**src/rtl/dram_req_queue.sv**
```systemverilog
// dram_req_queue: valid/ready request FIFO that splits the head address into bank/row/col for the DRAM FSM
module dram_req_queue #(
  parameter int NUMBER_OF_BANKS = 8,
  parameter int NUMBER_OF_ROWS  = 128,
  parameter int NUMBER_OF_COLS  = 8,
  parameter int DEPTH           = 4,
  localparam int BANK_W = $clog2(NUMBER_OF_BANKS),
  localparam int ROW_W  = $clog2(NUMBER_OF_ROWS),
  localparam int COL_W  = $clog2(NUMBER_OF_COLS),
  localparam int ADDR_W = BANK_W + ROW_W + COL_W,
  localparam int CNT_W  = $clog2(DEPTH) + 1
) (
  input  logic              clk,
  input  logic              rst_b,
  input  logic              req_valid,
  output logic              req_ready,
  input  logic [ADDR_W-1:0] req_addr,
  input  logic [9:0]        req_len,
  input  logic              refresh_flag,
  input  logic              address_buff_en,
  output logic              addr_val,
  output logic [BANK_W-1:0] bank_id,
  output logic [ROW_W-1:0]  row_id,
  output logic [COL_W-1:0]  col_id,
  output logic [9:0]        offset,
  output logic [CNT_W-1:0]  q_count,
  output logic              underflow_err
);
  localparam int PTR_W = $clog2(DEPTH);
  logic [ADDR_W+9:0] mem [DEPTH];
  logic [PTR_W-1:0] wr_ptr, rd_ptr;
  logic [CNT_W-1:0] count;
  logic [ADDR_W+9:0] head;
  logic empty, push, pop;
  assign empty     = (count == '0);
  assign req_ready = (count != CNT_W'(DEPTH));
  assign push      = req_valid & req_ready;
  assign pop       = address_buff_en & ~empty;
  assign head      = empty ? '0 : mem[rd_ptr];
  assign addr_val  = ~empty & ~refresh_flag;
  assign bank_id   = head[ADDR_W+9-:BANK_W];
  assign row_id    = head[COL_W+10+:ROW_W];
  assign col_id    = head[10+:COL_W];
  assign offset    = head[9:0];
  assign q_count   = count;
  always_ff @(posedge clk or negedge rst_b) begin
    if (!rst_b) begin
      wr_ptr        <= '0;
      rd_ptr        <= '0;
      count         <= '0;
      underflow_err <= 1'b0;
    end else begin
      if (push) wr_ptr <= wr_ptr + PTR_W'(1);
      if (pop) rd_ptr <= rd_ptr + PTR_W'(1);
      if (push & ~pop) count <= count + CNT_W'(1);
      else if (pop & ~push) count <= count - CNT_W'(1);
      if (address_buff_en & empty) underflow_err <= 1'b1;
    end
  end
  // storage is deliberately left unreset; count gates every read
  always_ff @(posedge clk) begin
    if (push) mem[wr_ptr] <= {req_addr, req_len};
  end
endmodule

```
**config.mk**
```make
export PLATFORM = sky130hd
export DESIGN_NAME = dram_req_queue
export DESIGN_NICKNAME = d
export VERILOG_FILES = /design/src/rtl/dram_req_queue.sv
export SDC_FILE = /design/constraint.sdc
export NUM_CORES = 1
export LEC_CHECK = 0
export BUFFER_PORTS_ARGS = -buffer_cell sky130_fd_sc_hd__buf_2
export CAP_MARGIN = 5
export CORE_MARGIN = 1
export CORE_UTILIZATION = 50
export DETAILED_ROUTE_END_ITERATION = 10
export PLACE_DENSITY = 0.78
export SYNTH_ARGS = -nofsm -noshare
export SYNTH_HDL_FRONTEND = slang
export SYNTH_SLANG_ARGS = --single-unit
```
**constraint.sdc**
```tcl
create_clock -name clk -period 1.9 [get_ports clk]
set_input_delay 0.095 -clock clk [delete_from_list [all_inputs] [get_ports clk]]
set_output_delay 0.095 -clock clk [all_outputs]
set_load 0.01 [all_outputs]
```
== After elaboration in Yosys (flattened, before gate mapping) ==
Memories as Yosys holds them, arrays and structs flattened.
Index checks and enable logic that the tools add are counted.
Operators by class
  equality and inequality tests: 1
  reduce and logical (&&, ||, !) cells: 2
  mux-type cells: 5
  $add $sub $neg: 4
  bitwise logic cells: 10
Operator list (count)
  2-to-1 mux 23 bit: 1
  bitwise AND 1 bit: 6
  2-to-1 mux 3 bit: 2
  adder 2 x 1 -> 2 bit, second input constant: 2
  inverter 1 bit: 4
  adder 3 x 1 -> 3 bit, second input constant: 1
  zero test 3 bit: 1
  != test 3 bit, second input constant: 1
  subtractor 3 x 1 -> 3 bit, second input constant: 1
  2-to-1 mux 1 bit: 2
  nonzero test 2 bit: 1
Storage, ports and cells
  flip-flop bits (word level): 8
  output and inout bits: 29
  memories kept: 1
  word-level logic and storage cells: 27
  bits of input ports: 28
  memory bits (writable): 92
Memory list
  mem: depth 4, bits a word 23, read ports 1, clocked after Yosys merged registers in 0, write ports 1, line 30  | logic [ADDR_W+9:0] mem [DEPTH];

== Longest topological paths before layout ==
  depth in word-level cells: 6
  depth in mapped cells: 8
  mapped depth without buffers: 8

== Least setup slack after synthesis ==
OpenSTA, ideal clock, no wires.
  kind: flip-flop to flip-flop
  from: register count[1], in the netlist q_count[1]
  to: register count[2], in the netlist q_count[2]
  slack: -0.166 ns
  data arrival time: 1.986 ns
  buffers on the path: 0
  setup time: 0.079 ns
  period minus slack after synthesis: 2.066 ns
  required time: 1.821 ns
  stages on the path, launching flop included: 9
  path through: dfrtp_1 -> nor3_2 -> nand2b_1 -> ha_1 -> inv_1 -> fa_1 -> xor2_1 -> nor2_1 -> xor2_1
On the way
  longest elaborated chain between the ends: 6
  elaborated cells between the ends (all ways): 14
  classes of those cells: add/sub: 2; eq/ne: 1; mux: 2; bitwise: 7; reduce/logical: 2
Ends and longest elaborated chain
  start: declaration: line 32  | logic [CNT_W-1:0] count;
  start signal: assignment: line 55  | if (push & ~pop) count <= count + CNT_W'(1);
  start signal: assignment: line 56  | else if (pop & ~push) count <= count - CNT_W'(1);
  branches (longest 6 deep; another with subtractor 3 x 1 -> 3 bit)
Several ways; the timed one is not identified. The select of a mux whose other input is x is not followed.
A chain may end at the register's enable or synchronous reset.

== Worst setup path in the final report ==
  from: register rd_ptr[0]
  to: output col_id[0]
On the way
  longest elaborated chain between the ends: 2
Ends and longest elaborated chain
  start: declaration: line 31  | logic [PTR_W-1:0] wr_ptr, rd_ptr;
  start signal: assignment: line 54  | if (pop) rd_ptr <= rd_ptr + PTR_W'(1);
  memory read (4 x 23 bit)
  2-to-1 mux 23 bit: line 39  | assign head = empty ? '0 : mem[rd_ptr];
  end: declaration: line 24  | output logic [COL_W-1:0] col_id,
No other way between the ends.

==> flow_summary_export.csv <==
group,metric,value,unit
grt,grt_overflow,0,
drt,drt_pre_antenna_iters,4,
floorplan,die_area,0.00823,mm2
final_layout,finalNetCount,318,
grt,antenna_found_initial,0,
pwr,switching_power,2.24,mW
drt,routedWlPerCell,17.9,um
cts,clock_path_buffers,2,
floorplan,initial_core_util,0.528,
final_layout,drive_above_1_share,0.412,
synth,yosysWarnings,0,
timing,rsz0062_at_grt,"true",
synth,postSynthCellCount,185,
final_layout,areaGrowthSynthToFinish,24.4,%
floorplan,row_count,31,
placement,dpl_cell_area,0.00441,mm2
pwr,p_leak,1.78,nW
floorplan,die_x,90.7,um
drt,wirelength,6960,um
pwr,p_sw_frac,0.311,
drt,drc,0,
synth,synth.distinct_cells,20,
run_status,status,"finished, final reports clean",
final_layout,diodes,0,
critical_path,required,1.80,ns
timing,fmax,0.532,GHz
floorplan,die_h,90.7,um
pwr,clockPowerShare,0.177,
timing,hold_violations,0,
grt,grt_max_degree,27,
synth,avgSynthCellArea,21.3,um2
grt,grt_pass1_wl,10800,um
floorplan,boundaryPins,57,
critical_path,path_cells,"buf_12, mux4_2, nor2b_1, buf_2",
cts,root_buffer,"clkbuf_8",
cts,htree_levels,3,
final_layout,regArea,0.00297,mm2
critical_path,critical_path_class,"reg2out",
synth,ys_ff_latch,100,
placement,hpwl,4050,um
timing,layout_min_cycle_time,1.88,ns
final_layout,fin_area,0.00489,mm2
critical_path,endpoint_kind,"output pin",
timing,slew_headroom,0.593,
timing,fin_skew,0.00919,ns
timing,slew_violations,0,
placement,gp_congestion,0.716,
placement,port_buffers,56,
cts,cts_tree,"done",
final_layout,multi_input_area,932,um2
timing,hold_ws,0.110,ns
cts,clkSlewWorstSetupHoldPaths,0.09,ns
drt,drtIter0Drc,104,
timing,worst_slew_pin_slew,0.611,ns
flow_run,maxCapViolations,0,
pwr,power_frac_comb,0.387,
cts,clock_sinks,100,
pwr,p_int,4.96,mW
critical_path,critPathTopFamily,"multiplexers",
critical_path,path_buf_inv,2,
drt,vias,2003,
cts,insertion_delay,0.35,ns
drt,vias_per_cell,5.16,
critical_path,max_stage_delay,0.52,ns
synth,synth.net_count,219,
drt,ant_nets,0,
critical_path,crit_arrival,1.78,ns
grt,grt.total_usage,0.180,
grt,grt_pass1_vias,2039,
timing,period_share,0.989,
cts,numCtsBuffers,9,
pwr,vdd_drop_max,709,uV
synth,synth_area,0.00393,mm2
pwr,p_per_area,1470,mW/mm2
timing,setup_violations,0,
critical_path,cp_slowest_cell,"mux4_2",
critical_path,path_max_fanout,13,
final_layout,fill_cells,523,
floorplan,fp.coreArea,0.00745,mm2
synth,synth_sequential_area_ratio,0.753,
pwr,power_frac_seq,0.436,
critical_path,start_kind,"register",
hold_path,hold_path.class,"in2async",
routing by layer:
metal | vias up | part of all wire | GRT usage
li1 | 921 | - | -
met1 | 1006 | 0.45 | 0.239
met2 | 60 | 0.49 | 0.281
met3 | 16 | 0.037 | 0.0362
met4 | 0 | 0.028 | 0.0968
met5 | - | 0 | 0
synth_stat cells, drive strengths merged:
| cell | n | area share |
|---|---|---|
| edfxtp | 92 | 0.70 |
| mux4 | 23 | 0.13 |
| nor2b | 23 | 0.037 |
| dfrtp | 8 | 0.051 |
| buf | 7 | 0.014 |
| ha | 5 | 0.016 |
| and2 | 4 | 0.0064 |
| nor2 | 4 | 0.0038 |
| inv | 3 | 0.0029 |
| xnor2 | 3 | 0.0067 |
| xor2 | 3 | 0.0067 |
| mux2 | 2 | 0.0057 |
| nand2 | 2 | 0.0019 |
| a21boi | 1 | 0.0029 |
| a21o | 1 | 0.0019 |
| clkbuf | 1 | 0.00095 |
| fa | 1 | 0.0051 |
| nand2b | 1 | 0.0016 |
| nor3 | 1 | 0.0025 |
layout make-up:
| class | instances | area share |
|---|---|---|
| sequential | 100 | 0.607 |
| tap | 99 | 0.0253 |
| clock inverter | 5 | 0.0107 |
| clock buffer | 11 | 0.0269 |
| multi-input combinational | 74 | 0.191 |
| timing repair buffer | 96 | 0.138 |
| inverter | 3 | 0.00230 |
worst reg2reg max path, stage by stage, from the launching register on:
cell and delay [ns]:
dfrtp_2 0.46, nor3_4 0.21, nand2b_4 0.17, ha_4 0.13, inv_1 0.05, fa_2 0.33
xor2_1 0.14, nor2_1 0.12, xor2_1 0.15
registers in the layout, summed over array words and instances (netlist names):
| register | cells |
|---|---|
| mem | 92 |
| q_count | 3 |
| rd_ptr | 2 |
| underflow_err | 1 |
| wr_ptr | 2 |
final timing paths:
| check | start | to | slack, ns | cells after the start |
|---|---|---|---|---|
| setup / recovery | rd_ptr[0] | col_id[0] | 0.02 | 4 |
| hold / removal | rst_b | q_count[1] | 0.11 | 2 |
| setup reg to reg | q_count[2] | q_count[2] | 0.08 | 8 |
| hold reg to reg | underflow_err | underflow_err | 0.46 | 1 |
| max in group asynchronous | rst_b | q_count[2] | 1.60 | 2 |
| min in group clk | req_valid | q_count[0] | 0.31 | 4 |
stage by stage:
step	setup WS (ns)	util	TNS, ns	std cells	total power [mW]
after floorplan	-0.0380	-	-2.64	185	4.93
after global placement	0.101	0.592	0	343	5.77
after detailed placement	0.0116	0.592	0	343	5.84
after CTS	-0.0334	0.651	-0.267	384	7.16
after global routing	-0.0483	0.657	-0.541	388	7.58
final	0.0201	0.657	0	388	7.20
cells by family (layout without fill, tap and decap cells):
kind of cell             Yosys count  after routing  share of synthesized area
flip-flops                       100            100                      0.753
AND/OR/NAND/NOR                   35             35                     0.0528
multiplexers                      25             25                      0.137
buffers and inverters             11            115                     0.0175
adder cells (fa/ha/maj)            6              6                     0.0210
XOR/XNOR                           6              6                     0.0134
AO/OA/AOI/OAI                      2              2                    0.00477
repair_timing:
action | 4_1_cts | 5_1_grt
hold endpoints to repair | 101 | 0
cloned | 0 | 1
gates resized for setup | 1 | 0
pin swaps | 0 | 2
buffers inserted | 0 | 3
setup endpoints to repair | 17 | 25
hold buffers | 25 | 0
cell usage in the layout, fill, tap and decap left out, types with 4 or more instances in the layout:
master and instances:
buf_2 56, buf_4 13, clkbuf_8 9, dfrtp_1 4, dfrtp_2 4, dlygate4sd3_1 25
edfxtp_1 92, ha_1 4, mux4_2 23, nor2_1 4, nor2b_1 23
power groups by stage:
stage / sequential, mW / combinational (mW) / clock [mW]
2_1_floorplan: 3.14 / 1.79 / 0
3_3_place_gp: 3.15 / 2.63 / 0
3_5_place_dp: 3.18 / 2.66 / 0
4_1_cts: 3.13 / 2.72 / 1.31
5_1_grt: 3.18 / 3.01 / 1.39
6_report: 3.14 / 2.78 / 1.28
Power figures use the tool's default switching activity.
